$ cat config.mk
export PLATFORM = sky130hd
export DESIGN_NAME = sprite_motion_scheduler_flat
export DESIGN_NICKNAME = d
export VERILOG_FILES = /design/src/rtl/vga_pkg.sv /design/src/rtl/vga_if.sv /design/src/rtl/bounce_axis.sv /design/src/rtl/sprite_motion_scheduler.sv /design/src/flat_wrapper.sv
export SDC_FILE = /design/constraint.sdc
export NUM_CORES = 1
export LEC_CHECK = 0
export ABC_AREA = 1
export CAP_MARGIN = 10
export CORE_MARGIN = 3
export CORE_UTILIZATION = 46
export DETAILED_ROUTE_END_ITERATION = 7
export PLACE_DENSITY = 0.71
export SLEW_MARGIN = 40
export SYNTH_ARGS = -nofsm -noshare
export SYNTH_HDL_FRONTEND = slang
export SYNTH_HIERARCHICAL = 1
export SYNTH_SLANG_ARGS = --single-unit
export TNS_END_PERCENT = 20
$ cat constraint.sdc
create_clock -name clk -period 3 [get_ports clk]
set_input_delay 0.6 -clock clk [delete_from_list [all_inputs] [get_ports clk]]
set_output_delay 0.6 -clock clk [all_outputs]
set_load 0.05 [all_outputs]
$ cat src/rtl/vga_pkg.sv
// Shared display geometry and scheduler types for the sprite motion block.
package vga_pkg;

  localparam int unsigned HOR_PIXELS = 1024;
  localparam int unsigned VER_PIXELS = 768;

  typedef enum logic [1:0] {
    IDLE,
    UPD0,
    UPD1,
    COMMIT
  } upd_state_t;

  typedef struct packed {
    logic [11:0] x;
    logic [11:0] y;
    logic        dx;
    logic        dy;
  } sprite_t;

endpackage

$ cat src/rtl/vga_if.sv
// VGA timing stream bundle; producers drive the out side, consumers read the in side.
interface vga_if;

  logic [10:0] vcount;
  logic [10:0] hcount;
  logic        vsync;
  logic        vblnk;
  logic        hsync;
  logic        hblnk;

  modport in  (input  vcount, vsync, vblnk, hcount, hsync, hblnk);
  modport out (output vcount, vsync, vblnk, hcount, hsync, hblnk);

endinterface

$ cat src/rtl/bounce_axis.sv
// One-axis bounce step: advances a position by STEP and reflects at 0 or MAX-SIZE.
module bounce_axis #(
  parameter int unsigned MAX  = 1024,
  parameter int unsigned SIZE = 64,
  parameter int unsigned STEP = 2
) (
  input  logic [11:0] pos,
  input  logic        dir,
  output logic [11:0] next_pos,
  output logic        next_dir
);

  localparam logic [12:0] LIMIT  = 13'(MAX - SIZE);
  localparam logic [12:0] STEP13 = 13'(STEP);

  logic [12:0] pos13;
  logic [12:0] fwd;

  assign pos13 = {1'b0, pos};
  assign fwd   = pos13 + STEP13;

  // dir=1 means moving towards larger coordinates
  always_comb begin
    next_pos = pos;
    next_dir = dir;
    if (dir) begin
      if (fwd > LIMIT) begin
        next_pos = LIMIT[11:0];
        next_dir = 1'b0;
      end else begin
        next_pos = fwd[11:0];
      end
    end else begin
      if (pos13 < STEP13) begin
        next_pos = '0;
        next_dir = 1'b1;
      end else begin
        next_pos = 12'(pos13 - STEP13);
      end
    end
  end

endmodule

$ cat src/rtl/sprite_motion_scheduler.sv
// Per-frame position scheduler for two bouncing sprites; new positions are
// computed into shadows during vertical blanking and committed in one cycle.
module sprite_motion_scheduler
  import vga_pkg::*;
#(
  parameter int unsigned RECT_WIDTH  = 64,
  parameter int unsigned RECT_HEIGHT = 64,
  parameter int unsigned STEP        = 2,
  parameter int unsigned S0_X0       = 150,
  parameter int unsigned S0_Y0       = 150,
  parameter int unsigned S1_X0       = 850,
  parameter int unsigned S1_Y0       = 450
) (
  input  logic        clk,
  input  logic        rst,
  vga_if.in           in,
  input  logic        run,
  output logic [11:0] s0_x_pos,
  output logic [11:0] s0_y_pos,
  output logic [11:0] s1_x_pos,
  output logic [11:0] s1_y_pos,
  output logic [15:0] frame_cnt
);

  localparam sprite_t S0_RST = '{x: 12'(S0_X0), y: 12'(S0_Y0), dx: 1'b1, dy: 1'b1};
  localparam sprite_t S1_RST = '{x: 12'(S1_X0), y: 12'(S1_Y0), dx: 1'b1, dy: 1'b1};

  upd_state_t state, state_nxt;
  logic       vblnk_q;
  logic       vblnk_rise;
  logic       ld_sh0, ld_sh1, commit;

  sprite_t cur0, cur1;
  sprite_t sh0, sh1;
  sprite_t src;
  sprite_t stepped;

  assign vblnk_rise = in.vblnk & ~vblnk_q;

  always_ff @(posedge clk or negedge rst) begin
    if (!rst) begin
      vblnk_q <= 1'b0;
      state   <= IDLE;
    end else begin
      vblnk_q <= in.vblnk;
      state   <= state_nxt;
    end
  end

  // run is only consulted at the edge; an accepted update always completes
  always_comb begin
    state_nxt = state;
    ld_sh0    = 1'b0;
    ld_sh1    = 1'b0;
    commit    = 1'b0;
    case (state)
      IDLE:    if (vblnk_rise && run) state_nxt = UPD0;
      UPD0:    begin ld_sh0 = 1'b1; state_nxt = UPD1;   end
      UPD1:    begin ld_sh1 = 1'b1; state_nxt = COMMIT; end
      COMMIT:  begin commit = 1'b1; state_nxt = IDLE;   end
      default: state_nxt = IDLE;
    endcase
  end

  // A single pair of axis steppers serves both sprites, selected by state
  assign src = (state == UPD1) ? cur1 : cur0;

  bounce_axis #(
    .MAX  (HOR_PIXELS),
    .SIZE (RECT_WIDTH),
    .STEP (STEP)
  ) u_bounce_x (
    .pos      (src.x),
    .dir      (src.dx),
    .next_pos (stepped.x),
    .next_dir (stepped.dx)
  );

  bounce_axis #(
    .MAX  (VER_PIXELS),
    .SIZE (RECT_HEIGHT),
    .STEP (STEP)
  ) u_bounce_y (
    .pos      (src.y),
    .dir      (src.dy),
    .next_pos (stepped.y),
    .next_dir (stepped.dy)
  );

  always_ff @(posedge clk or negedge rst) begin
    if (!rst) begin
      sh0       <= S0_RST;
      sh1       <= S1_RST;
      cur0      <= S0_RST;
      cur1      <= S1_RST;
      frame_cnt <= '0;
    end else begin
      if (ld_sh0) sh0 <= stepped;
      if (ld_sh1) sh1 <= stepped;
      if (commit) begin
        cur0      <= sh0;
        cur1      <= sh1;
        frame_cnt <= frame_cnt + 16'd1;
      end
    end
  end

  assign s0_x_pos = cur0.x;
  assign s0_y_pos = cur0.y;
  assign s1_x_pos = cur1.x;
  assign s1_y_pos = cur1.y;

endmodule

$ cat src/flat_wrapper.sv
// flat-port wrapper written by rule: the top's interface ports become plain ports
module sprite_motion_scheduler_flat import vga_pkg::*;
#(
  parameter int unsigned RECT_WIDTH  = 64,
  parameter int unsigned RECT_HEIGHT = 64,
  parameter int unsigned STEP        = 2,
  parameter int unsigned S0_X0       = 150,
  parameter int unsigned S0_Y0       = 150,
  parameter int unsigned S1_X0       = 850,
  parameter int unsigned S1_Y0       = 450
)
  (clk, rst, run, s0_x_pos, s0_y_pos, s1_x_pos, s1_y_pos, frame_cnt, in_vcount, in_vsync, in_vblnk, in_hcount, in_hsync, in_hblnk);
  vga_if in_i ();
  input  logic clk;
  input  logic rst;
  input  logic run;
  output logic [11:0] s0_x_pos;
  output logic [11:0] s0_y_pos;
  output logic [11:0] s1_x_pos;
  output logic [11:0] s1_y_pos;
  output logic [15:0] frame_cnt;
  input wire logic [$bits(in_i.vcount)-1:0] in_vcount;
  input wire logic [$bits(in_i.vsync)-1:0] in_vsync;
  input wire logic [$bits(in_i.vblnk)-1:0] in_vblnk;
  input wire logic [$bits(in_i.hcount)-1:0] in_hcount;
  input wire logic [$bits(in_i.hsync)-1:0] in_hsync;
  input wire logic [$bits(in_i.hblnk)-1:0] in_hblnk;
  assign in_i.vcount = in_vcount;
  assign in_i.vsync = in_vsync;
  assign in_i.vblnk = in_vblnk;
  assign in_i.hcount = in_hcount;
  assign in_i.hsync = in_hsync;
  assign in_i.hblnk = in_hblnk;
  sprite_motion_scheduler #(.RECT_WIDTH(RECT_WIDTH), .RECT_HEIGHT(RECT_HEIGHT), .STEP(STEP), .S0_X0(S0_X0), .S0_Y0(S0_Y0), .S1_X0(S1_X0), .S1_Y0(S1_Y0)) u_core (.clk(clk), .rst(rst), .in(in_i), .run(run), .s0_x_pos(s0_x_pos), .s0_y_pos(s0_y_pos), .s1_x_pos(s1_x_pos), .s1_y_pos(s1_y_pos), .frame_cnt(frame_cnt));
endmodule
==> summary.txt <==
Yosys
  • Register area share after synthesis: 0.443
  • Synth Area in Compound Gates: 0.0918
  • Multiplexer share of the synthesized area: 0.0415
  • Syn avg cell area: 8.03 um^2
  • Largest family of logic cells by synthesized area: simple AND/OR/NAND/NOR gates
  • Net Count, Synth: 918
  • Synth Area in XOR/XNOR: 0.0271
  • Main flop type after synthesis: dfrtp_1
  • Cell count after synthesis: 879
  • FF+latch count, synth: ~120
  • Simple-gate portion of the synthesized area: 0.244
  • Number of synthesis warnings: 6
  • Adder-cell share of the synthesized area: 0.0177
  • Mapped cell area: 0.00706 mm^2
  • Post-synth EDFFs: 0
  • Async set or reset register ratio after synthesis: 1.00
  • Yosys cell types: 37

Global route
  • Largest net degree at the start of global routing: 79
  • Tot GR Track Use: 0.186
  • Total grt overflow: 0
  • Antenna violations before repair: 0
  • First-pass GRT wire length: 25000 um
  • Vias in the first global route: 5318

Placement
  • PortBufs: 67
  • Post-Place Worst Slack: -10.3 ps
  • Placed cells: ~1100
  • GP Congestion: ~0.89
  • Hpwl dp: 10400 um

Setup path
  • Crit Path Max Fanout: 26
  • Worst path max stage delay: 420 ps
  • Req. time, crit path: around 3300 ps
  • Slowest library cell on the worst path: dfrtp_1
  • Buf/Inv on CP: 5
  • CP Capture Type: flop
  • Crit start category: flop
  • Stages on worst setup path: 15
  • Crit-path leading delay family: buffers and inverters
  • WP data arrival: about 3100 ps
  • Critical path type: reg2reg
  • Worst r2r path cells: 15
  • Ordered list of cells on the worst path: ha_4 > buf_12 > buf_4 > o21ai_1 > inv_1 > nand3_1 > nand2_1 > nand3_2 > inv_1 > nand3_2 > nand2_4 > buf_4 > nand3b_1 > nand2_1 > mux2_2

Drt
  • Total Routed Length: 14900 um
  • Antenna viol nets, final: 0
  • DRT Pass-1 Iters: 5
  • Drt drc: 0
  • DR iter-0 viols: approximately 380
  • Wire length per cell: 13.3 um
  • Vias: 5576
  • Vias per std cell: around 5.0

Power and ir drop
  • Peak supply drop: 541 uV
  • Internal power: 5.92 mW
  • PD cells: 1270 mW/mm^2
  • Switching power: 4.80 mW
  • Power share of the clock group: 0.196
  • Sw Share: 0.448
  • Logic pwr share: 0.551
  • Leak pwr: roughly 3.8 nW
  • Sequential power share: 0.253
  • Overall power: about 11 mW

Final layout
  • Diodes inserted: 0
  • Commonest non-fill, non-tap cell in the layout: nand2_1
  • Area grow syn2layout: 19.9%
  • Fill cell count: between 1000 and 1500
  • Layout cells sized above 1: 0.202
  • Fin cells: 1124
  • Final nets: 966
  • Most frequent cells in the layout: nand2_1 (244), inv_1 (111), o21ai_0 (99)

STA
  • Slew @ Worst Pin: 600 ps
  • Final min period: 2810 ps
  • Layout Skew: 9.32 ps
  • Relative slew slack: 0.600
  • Setup tns final: 0 ps
  • Period utilisation layout: 0.937
  • Final hold vios: 0
  • Final setup fails: 0
  • RSZ-0062 raised after global routing: no
  • Final worst setup slack: 188 ps
  • Max Freq: 356 MHz
  • Slew Viols, Final: 0

Floorplan
  • Rows: 44
  • Core ar.: 0.0148 mm^2
  • DIE AREA: 0.0169 mm^2
  • Die width: between 100 and 150 um
  • Ports: 93
  • Initial Util: 0.478
  • Die H: 130 um

Clocking
  • Cts bufs inserted: 17
  • Worst skew pair latency: 410 ps
  • Clock Tree Buf Depth: 2
  • Clk sinks: 123
  • CTS Hold Bufs: 0
  • CTS clk-pin slew, worst paths: 50 ps
  • H-tree level count: 4
  • Clock root cell: clkbuf_16
  • CTS tree: done

Min path
  • Hold WC Path Type: in2async

Run status
  • Status: complete, no violations

Run
  • Max-cap viol count: 0
-- sequential cells by signal (all words and copies together) (netlist names) --
| signal | count |
|---|---|
| u_core/vblnk_q | 1 |
| u_core/frame_cnt | 16 |
| u_core/s0_y_pos | 12 |
| u_core/s1_y_pos | 12 |
| u_core/cur1 | 2 |
| u_core/sh0 | 26 |
| u_core/sh1 | 26 |
| u_core/state | 2 |
| u_core/cur0 | 2 |
| u_core/s0_x_pos | 12 |
| u_core/s1_x_pos | 12 |
-- cell families after synthesis --
| kind of cell | count (synthesis) |
|---|---|
| and+or+nand+nor | 380 |
| buffers and inverters | 193 |
| AOI/OAI and AO/OA | 126 |
| DFF | 123 |
| muxes | 26 |
| xor gates and xnor gates | 21 |
| adders and majority gates | 10 |
-- power groups by stage --
stage / logic, mW / clock network [mW] / registers (mW)
2_1_floorplan: 4.35 / 0 / 2.76
3_3_place_gp: 5.67 / 0 / 2.72
3_5_place_dp: 5.75 / 0 / 2.74
4_1_cts: 5.80 / 2.15 / 2.72
5_1_grt: 6.53 / 2.22 / 2.79
6_report: 5.91 / 2.10 / 2.71
-- synth_stat cells, types with 2 or more instances --
cell type / n / share of area
nand3_1: 35 / 0.025
or2_2: 2 / 0.0018
buf_2: 12 / 0.0085
mux2_2: 26 / 0.041
dfstp_2: 42 / 0.16
dfrtp_1: 81 / 0.29
a21oi_1: 6 / 0.0043
nor2_1: 40 / 0.021
nand3_2: 7 / 0.0099
nand4_1: 16 / 0.014
inv_2: 3 / 0.0016
inv_1: 112 / 0.060
o21ai_2: 2 / 0.0025
nor2_4: 4 / 0.0064
o21bai_1: 2 / 0.0021
nor2_2: 8 / 0.0071
nor3_1: 6 / 0.0043
buf_4: 51 / 0.054
xor2_1: 15 / 0.019
nand2_4: 2 / 0.0032
ha_1: 10 / 0.018
buf_6: 2 / 0.0032
nand3b_1: 5 / 0.0053
xnor2_1: 5 / 0.0062
nand2_2: 7 / 0.0062
clkbuf_1: 12 / 0.0064
nand2_1: 244 / 0.13
o21ai_0: 113 / 0.080
-- worst reg2reg max path: stages, from the launching register on --
cell	delay, ps
dfrtp_1	420
ha_4	200
buf_12	150
buf_4	190
o21ai_1	380
inv_1	180
nand3_1	120
nand2_1	120
nand3_2	110
inv_1	50
nand3_2	80
nand2_4	90
buf_4	170
nand3b_1	90
nand2_1	70
mux2_2	270
-- metrics by stage --
stage | util | hold WS, ps | area, um^2
6_report | 0.574 | 185 | 8470
5_1_grt | 0.574 | 209 | 8470
4_1_cts | 0.568 | 199 | 8370
3_5_place_dp | 0.526 | 467 | 7760
3_3_place_gp | 0.526 | 457 | 7760
2_1_floorplan | - | 304 | 7060
-- what timing repair did --
item                                    CTS  global route
buffers inserted                          0             3
pin swaps                                 0             5
endpoints found under the hold margin     0             0
gates resized for setup                   4            26
endpoints found under the setup margin    8            44
cloned                                    0             1
-- final timing paths --
kind,from,endpoint,slack [ps]
min in group clk,u_core/sh1[10],u_core/s1_y_pos[8],460
setup / recovery,u_core/state[1],u_core/sh0[5],190
hold / removal,rst,u_core/frame_cnt[8],180
hold reg to reg,u_core/sh1[10],u_core/s1_y_pos[8],460
setup reg to reg,u_core/state[1],u_core/sh0[5],190
max in group asynchronous,rst,u_core/sh1[10],1960
-- layer usage --
metal	up-vias	part of all wire	GRT usage
li1	2828	-	-
met4	0	0.0078	0.0556
met1	2642	0.46	0.229
met2	98	0.50	0.321
met5	-	0	0
met3	8	0.031	0.0495
-- cell type report --
type,instances,area [um^2],share of cell area
Multi-Input combinational cell,564,3060,0.361
Clock buffer,27,513,0.0606
Timing Repair Buffer,106,998,0.118
Clock inverter,5,105,0.0124
Inverter,115,432,0.0510
Tap cell,184,230,0.0272
Sequential cell,123,3130,0.370
Note: power is estimated with default switching activity, not from simulation.
